--- config.mk ---
export PLATFORM = sky130hd
export DESIGN_NAME = mux_tree_pipelined
export DESIGN_NICKNAME = d
export VERILOG_FILES = /design/src/rtl/mux_tree_pipelined.sv
export SDC_FILE = /design/constraint.sdc
export NUM_CORES = 1
export LEC_CHECK = 0
export CORE_MARGIN = 3
export CORE_UTILIZATION = 49
export DETAILED_ROUTE_END_ITERATION = 10
export GPL_TIMING_DRIVEN = 1
export PLACE_DENSITY = 0.78
export SETUP_SLACK_MARGIN = 0.05
export SYNTH_ARGS = -nofsm -noshare
export SYNTH_HDL_FRONTEND = slang
export SYNTH_HIERARCHICAL = 1
export SYNTH_SLANG_ARGS = --single-unit
--- constraint.sdc ---
create_clock -name clk -period 1.9 [get_ports clk]
set_clock_uncertainty 0.2 [all_clocks]
set_input_delay 0.38 -clock clk [delete_from_list [all_inputs] [get_ports clk]]
set_output_delay 0.38 -clock clk [all_outputs]
set_load 0.1 [all_outputs]
--- src/rtl/mux_tree_pipelined.sv ---
// Multi-lane select-or-zero mux tree, split into two registered stages with
// valid/ready flow control between the buffer read port and the PE array.

module mux_tree_lane #(
  parameter int DATA_WIDTH = 8,
  parameter int NUM_IN     = 16,
  parameter int SEL_WIDTH  = $clog2(NUM_IN + 1)
) (
  input  logic                               clk,
  input  logic                               rst_n,
  input  logic                               ld1,
  input  logic                               ld2,
  input  logic [NUM_IN-1:0][DATA_WIDTH-1:0]  vec,
  input  logic [SEL_WIDTH-1:0]               sel,
  output logic [DATA_WIDTH-1:0]              out,
  output logic                               out_is_zero
);
  localparam int NGRP = NUM_IN / 4;
  localparam int HW   = SEL_WIDTH - 2;

  typedef struct packed {
    logic                  zero;
    logic [DATA_WIDTH-1:0] data;
  } rsp_t;

  logic [NGRP-1:0][DATA_WIDTH-1:0] p1_d, p1;
  logic [HW-1:0]                   hi1;
  rsp_t                            rsp_d, rsp_q;

  // Stage 1: one 4:1 mux per group of four words, steered by the low select bits.
  always_comb begin
    p1_d = '0;
    for (int g = 0; g < NGRP; g++) begin
      for (int j = 0; j < 4; j++) begin
        if (sel[1:0] == 2'(j)) p1_d[g] = vec[4*g + j];
      end
    end
  end

  always_ff @(posedge clk or negedge rst_n) begin
    if (!rst_n) begin
      p1  <= '0;
      hi1 <= '0;
    end else if (ld1) begin
      p1  <= p1_d;
      hi1 <= sel[SEL_WIDTH-1:2];
    end
  end

  // Stage 2: pick the group; any high code past the last group forces zero.
  always_comb begin
    rsp_d.data = '0;
    rsp_d.zero = 1'b1;
    for (int g = 0; g < NGRP; g++) begin
      if (int'(hi1) == g) begin
        rsp_d.data = p1[g];
        rsp_d.zero = 1'b0;
      end
    end
  end

  always_ff @(posedge clk or negedge rst_n) begin
    if (!rst_n) rsp_q <= '0;
    else if (ld2) rsp_q <= rsp_d;
  end

  assign out         = rsp_q.data;
  assign out_is_zero = rsp_q.zero;
endmodule

module mux_tree_pipelined #(
  parameter int DATA_WIDTH = 8,
  parameter int NUM_IN     = 16,
  parameter int NUM_LANE   = 4,
  parameter int SEL_WIDTH  = $clog2(NUM_IN + 1)
) (
  input  logic                                clk,
  input  logic                                rst_n,
  input  logic                                in_valid,
  output logic                                in_ready,
  input  logic [NUM_IN-1:0][DATA_WIDTH-1:0]   vec,
  input  logic [NUM_LANE-1:0][SEL_WIDTH-1:0]  sel,
  output logic                                out_valid,
  input  logic                                out_ready,
  output logic [NUM_LANE-1:0][DATA_WIDTH-1:0] out,
  output logic [NUM_LANE-1:0]                 out_is_zero
);
  generate
    if ((NUM_IN % 4) != 0 || NUM_IN < 4) begin : g_bad_num_in
      $error("mux_tree_pipelined: NUM_IN must be a multiple of 4 and >= 4");
    end
    if (NUM_LANE < 1) begin : g_bad_num_lane
      $error("mux_tree_pipelined: NUM_LANE must be >= 1");
    end
  endgenerate

  logic [2:1] vld_pipe;
  logic       adv1, adv2;

  // A stage may take new content when it is empty or its content moves on.
  assign adv2      = !vld_pipe[2] || out_ready;
  assign adv1      = !vld_pipe[1] || adv2;
  assign in_ready  = adv1;
  assign out_valid = vld_pipe[2];

  always_ff @(posedge clk or negedge rst_n) begin
    if (!rst_n) begin
      vld_pipe <= '0;
    end else begin
      if (adv1) vld_pipe[1] <= in_valid;
      if (adv2) vld_pipe[2] <= vld_pipe[1];
    end
  end

  generate
    for (genvar l = 0; l < NUM_LANE; l++) begin : g_lane
      mux_tree_lane #(
        .DATA_WIDTH (DATA_WIDTH),
        .NUM_IN     (NUM_IN),
        .SEL_WIDTH  (SEL_WIDTH)
      ) u_lane (
        .clk         (clk),
        .rst_n       (rst_n),
        .ld1         (adv1 && in_valid),
        .ld2         (adv2 && vld_pipe[1]),
        .vec         (vec),
        .sel         (sel[l]),
        .out         (out[l]),
        .out_is_zero (out_is_zero[l])
      );
    end
  endgenerate
endmodule

Word-level counts from Yosys, hierarchy flattened
Index checks and enable logic that the tools add are counted.

cells by class
  equality and inequality tests = 24
  mux-type cells = 80
  reduce and logical (&&, ||, !) cells = 14

operators with widths
  kind                                                              count
  8-bit 2-to-1 mux                                                  64
  9-bit 2-to-1 mux                                                  16
  3-bit == test (second input constant)                             8
  2-bit == test (second input constant)                             8
  3-bit by 2-bit == test with 1-bit output (second input constant)  4
  3-bit zero test                                                   4
  2-bit by 1-bit == test with 1-bit output (second input constant)  4
  2-bit zero test                                                   4
  1-bit logical AND                                                 2
  1-bit zero test                                                   2
  1-bit logical OR                                                  2

word-level totals
  bits in registers = 178
  output and inout port bits = 38

Depth between registers and ports, before layout
  depth after elaboration = 5
  depth in mapped cells = 5
  mapped depth without buffers = 4

By module
Netlist, hierarchy kept.

modules (own cells, without submodules)
  module              times used  cells an instance  area each (um^2)  seq. area each (um^2)
  mux_tree_lane       4           144                2726.4            1101.1
  mux_tree_pipelined  1           8                  103.8             50.0

Worst setup path before layout
Ideal clock, no wire load.

  path kind = reg-to-reg
  from = reg vld_pipe[2] (netlist name)
  to = reg g_lane[0].u_lane/p1[16] (netlist name)
  setup time = 125 ps
  arrival time = 2457 ps
  required time = 1575 ps
  setup slack = -882 ps
  stages on the path, launching flop included = 6
  buffers on the path = 2
  path through = dfrtp_1 -> nand3b_4 -> and2_4 -> buf_2 -> buf_2 -> mux2_4

on the way
  word-level cells in the longest chain between the ends = 4

ends and longest elaborated chain
  item                  RTL line  text
  start, declared       97        logic [2:1] vld_pipe;
  1-bit zero test       101       assign adv2 = !vld_pipe[2] || out_ready;
  1-bit logical OR      101
  1-bit logical OR      102       assign adv1 = !vld_pipe[1] || adv2;
  via in_ready          80        output logic in_ready,
  1-bit logical AND     124       .ld1 (adv1 && in_valid),
  end signal, assigned  45        p1 <= p1_d;
  end, declared         26        logic [NGRP-1:0][DATA_WIDTH-1:0] p1_d, p1;

The timed path passes the listed nets, and every way through them passes these cells.
A chain may end at the register's enable or synchronous reset.

Worst setup path after layout
  from = reg vld_pipe[2] (netlist name)
  to = out in_ready

on the way
  word-level cells in the longest chain between the ends = 3

ends and longest elaborated chain
  item              RTL line
  1-bit zero test   101
  1-bit logical OR  101
  1-bit logical OR  102
  end, declared     80

No other way between the ends.

==> impl.org <==
** Synth
- Flip-flop and latch count after synthesis :: 178
- Share of Yosys cell area claimed by the top area cell type :: 0.405
- The Yosys step of the flow raised 6 warnings.
- Average cell area after synthesis :: 18.9 um2
- By area the synthesized netlist is led by sky130_fd_sc_hd__dfrtp_1 40%, sky130_fd_sc_hd__mux4_2 31%, sky130_fd_sc_hd__mux2_4 16%.
- Library cell with the largest summed area after synthesis :: sky130_fd_sc_hd__dfrtp_1
- Synthesis produced a netlist with a net count of 736.
- Post-synth design cell area :: 11000 um2
- Cell variety after synth :: 17
- For this run, the register share of the synthesized area comes to 0.405.
- After technology mapping, the gate count stands at 584.

** STA
- Setup repair after global routing missed its margin :: true
- The count of final hold-check violations was 0.
- Dividing the final minimum period by the clock period gives 0.987.
- Max-Slew Margin vs Limit :: 0.532
- Slew at the pin with the worst max-slew slack :: 0.701 ns
- The final max-slew violation count came to 0.
- Final setup TNS :: 0 ns
- Clock period minus final worst setup slack :: 1.88 ns
- Derived from the worst setup path, the maximum achievable clock frequency is 0.533 GHz.
- Setup violations remaining at the end of the flow were counted as 0.

** Outcome
- Status :: finished clean

** Detailed routing
- Initial DRT Pass Iterations :: 5
- After detailed routing, the number of remaining DRC violations is 0.
- After detailed routing, the average wire length per cell comes to 29.9 um.
- In this run the remaining antenna-violating nets after routing total 0.
- After the first detailed-routing iteration, the DRC count stood at 644.
- Via count normalized by instance count :: 6.57
- Detailed-route wire length :: 32700 um
- Total vias in the final route :: 7178

** Clock network
- In this run, CTS created clock tree buffers numbering 17.
- Clock-pin slew was measured on the worst setup and hold paths at 0.07 ns.
- The tree is rooted in a sky130_fd_sc_hd__clkbuf_16.
- TritonCTS built the clock tree.
- At the later pin of the worst-skew pair, clock insertion delay measures 0.43 ns.
- The H-tree generated during clock tree synthesis spans 4 levels.
- Maximum buffer depth of the clock tree :: 2
- The clock drives 178 sinks.

** Floorplanning
- The die is 156 um tall.
- Count of standard-cell rows :: 54
- For this configuration, the core starts out at a cell density of 0.501.
- CORE AREA :: 22000 um2
- For this design the top-level I/O count stands at 190.
- Die Wd :: 156 um
- Area enclosed by the die boundary :: 24300 um2

** Placed design
- Detailed placement HPWL :: 24800 um
- In this run, placement finished with an instance count of 1056.
- The congestion estimate from routability-driven global placement came to 0.967.
- The placed instances occupy a cell area of 13900 um2.
- IO buf count :: 189

** Power and ir drop
- The worst-case IR drop observed on VDD is 0.675 mV.
- Total chip power :: 14900 uW
- For this design the ratio of total power to cell area is 1020 nW/um2.
- Leakage power :: 0.00602 uW

** Setup path
- Of all nets on the critical path, the largest fanout is 3.
- Critical Path AT :: 1.30 ns
- Counting cells, the worst reg-to-reg path comes to 2.
- Reg-to-reg endpoint :: g_lane[0].u_lane/out[2]
- STA classifies the critical path startpoint as a flip-flop.
- Classification of the worst setup path :: flip-flop to primary output
- Critical register-to-register path startpoint :: g_lane[0].u_lane/hi1[1]
- Category of the worst setup path capture point :: primary output
- Worst-case register-to-register setup slack :: 0.09 ns
- Worst endpoint required time :: 1.32 ns

** GRT
- Pin count of the biggest net entering global routing :: 51
- For this run, the total global-route usage over all layers was measured as 0.277.
- Vias in the first global route :: 7728
- The first global-routing pass estimated 49400 um of wire.
- Overflow left after global routing :: 0
- The number of antenna violations at the first check in global routing was 7.

** Finish
- Summing all non-filler instances in the final layout gives an area of 14600 um2.
- Area added between synthesis and finish :: 32.3%
- Ratio of cells with drive above 1 in the final layout :: 0.540
- Across the whole layout, storage elements account for 4460 um2.
- In the final design database the tool counted 949 nets.
- Number of inserted filler cells in the final layout :: 1450
- For this run, the number of standard cells in the final layout without fillers is 1093.
- Area of the multi-input gates :: 6080 um2

** Flow run
- Number of max-cap violations :: 0

** Hold path
- Hold WC Path Type :: primary input to asynchronous set/reset pin
==> stage by stage <==
step | util | setup WS [ns] | hold slack [ns]
floorplan | - | -0.237 | -0.116
global placement | 0.635 | -0.331 | 0.0583
detailed placement | 0.635 | -0.469 | 0.0610
CTS | 0.663 | 0.0204 | 0.184
global route | 0.663 | -0.0124 | 0.211
finish | 0.663 | 0.0247 | 0.183
==> cells in the mapped netlist <==
cell                         n
sky130_fd_sc_hd__a22o_1     32
sky130_fd_sc_hd__and2_1      1
sky130_fd_sc_hd__and2_4      1
sky130_fd_sc_hd__buf_1       4
sky130_fd_sc_hd__buf_12     12
sky130_fd_sc_hd__buf_2      32
sky130_fd_sc_hd__buf_6       4
sky130_fd_sc_hd__clkbuf_1    4
sky130_fd_sc_hd__dfrtp_1   178
sky130_fd_sc_hd__inv_1       4
sky130_fd_sc_hd__mux2_2     24
sky130_fd_sc_hd__mux2_4    120
sky130_fd_sc_hd__mux4_1      8
sky130_fd_sc_hd__mux4_2    152
sky130_fd_sc_hd__nand2b_1    3
sky130_fd_sc_hd__nand3b_4    1
sky130_fd_sc_hd__nor2b_1     4
==> worst max-delay path by stage <==
stage	from	end	depth (start not counted)
after floorplan	vld_pipe[2]	g_lane[0].u_lane/p1[16]	5
after global placement	out_ready	g_lane[1].u_lane/out[2]	5
after detailed placement	out_ready	g_lane[1].u_lane/out[3]	5
after CTS	vld_pipe[2]	in_ready	3
after global routing	vld_pipe[2]	in_ready	3
final	vld_pipe[2]	in_ready	3
==> sequential cells by signal (all words and copies together), names as in the netlist <==
register                   count
g_lane.u_lane/hi1             12
g_lane.u_lane/p1             128
g_lane.u_lane/out             32
g_lane.u_lane/out_is_zero      4
vld_pipe                       2
==> repair_timing <==
action / CTS / global route
setup endpoints to repair: 33 / 2
gates resized for setup: 5 / 0
hold buffers: 1 / 0
endpoints found under the hold margin: 178 / 0
setup buffers: 1 / 0
cloned: 0 / 0
==> layout by cell type (no fill, tap or decap) <==
cell type                         instances
sky130_fd_sc_hd__a22o_1                  32
sky130_fd_sc_hd__and2_2                   1
sky130_fd_sc_hd__and2_4                   1
sky130_fd_sc_hd__buf_12                  66
sky130_fd_sc_hd__buf_2                    4
sky130_fd_sc_hd__buf_4                   31
sky130_fd_sc_hd__buf_6                    2
sky130_fd_sc_hd__bufinv_16                3
sky130_fd_sc_hd__clkbuf_1                 1
sky130_fd_sc_hd__clkbuf_16               17
sky130_fd_sc_hd__clkdlybuf4s50_1        146
sky130_fd_sc_hd__clkinv_2                 4
sky130_fd_sc_hd__clkinv_4                 3
sky130_fd_sc_hd__clkinvlp_4               1
sky130_fd_sc_hd__dfrtp_1                177
sky130_fd_sc_hd__dfrtp_4                  1
sky130_fd_sc_hd__diode_2                  4
sky130_fd_sc_hd__dlygate4sd3_1            1
sky130_fd_sc_hd__inv_1                    4
sky130_fd_sc_hd__inv_6                    2
sky130_fd_sc_hd__mux2_2                  24
sky130_fd_sc_hd__mux2_4                 120
sky130_fd_sc_hd__mux4_1                   8
sky130_fd_sc_hd__mux4_2                 152
sky130_fd_sc_hd__nand2b_1                 3
sky130_fd_sc_hd__nand3b_4                 1
sky130_fd_sc_hd__nor2b_2                  4
==> cells by family after synthesis <==
group | Yosys count | synth area share
mux | 304 | 0.518
buf+inv | 60 | 0.0445
flops | 178 | 0.405
compound gates | 32 | 0.0255
simple gates | 10 | 0.00716
==> power by group <==
part           switching (uW)  internal (uW)
sequential                792           4580
combinational            2930           3030
clock                    1490           2060
total                    5220           9670
==> area by class of cell <==
cell class | instances | share of cell area
Multi-Input combinational cell | 346 | 0.417
Sequential cell | 178 | 0.306
Inverter | 4 | 0.00103
Clock inverter | 13 | 0.0111
Clock buffer | 18 | 0.0295
Tap cell | 280 | 0.0240
Antenna cell | 4 | 0.000687
Timing Repair Buffer | 250 | 0.211
==> metal layers <==
metal / global-route usage / wire length (um)
met3: 0.0696 / 3110
met2: 0.436 / 15800
met1: 0.376 / 12700
met5: 0.0198 / 32
met4: 0.101 / 1090
==> critical path: stages, from the launching register on <==
cell                       delay, ns
sky130_fd_sc_hd__dfrtp_4        0.50
sky130_fd_sc_hd__nand3b_4       0.09
sky130_fd_sc_hd__buf_6          0.10
sky130_fd_sc_hd__buf_12         0.16
(Power assumes the default switching activity.)
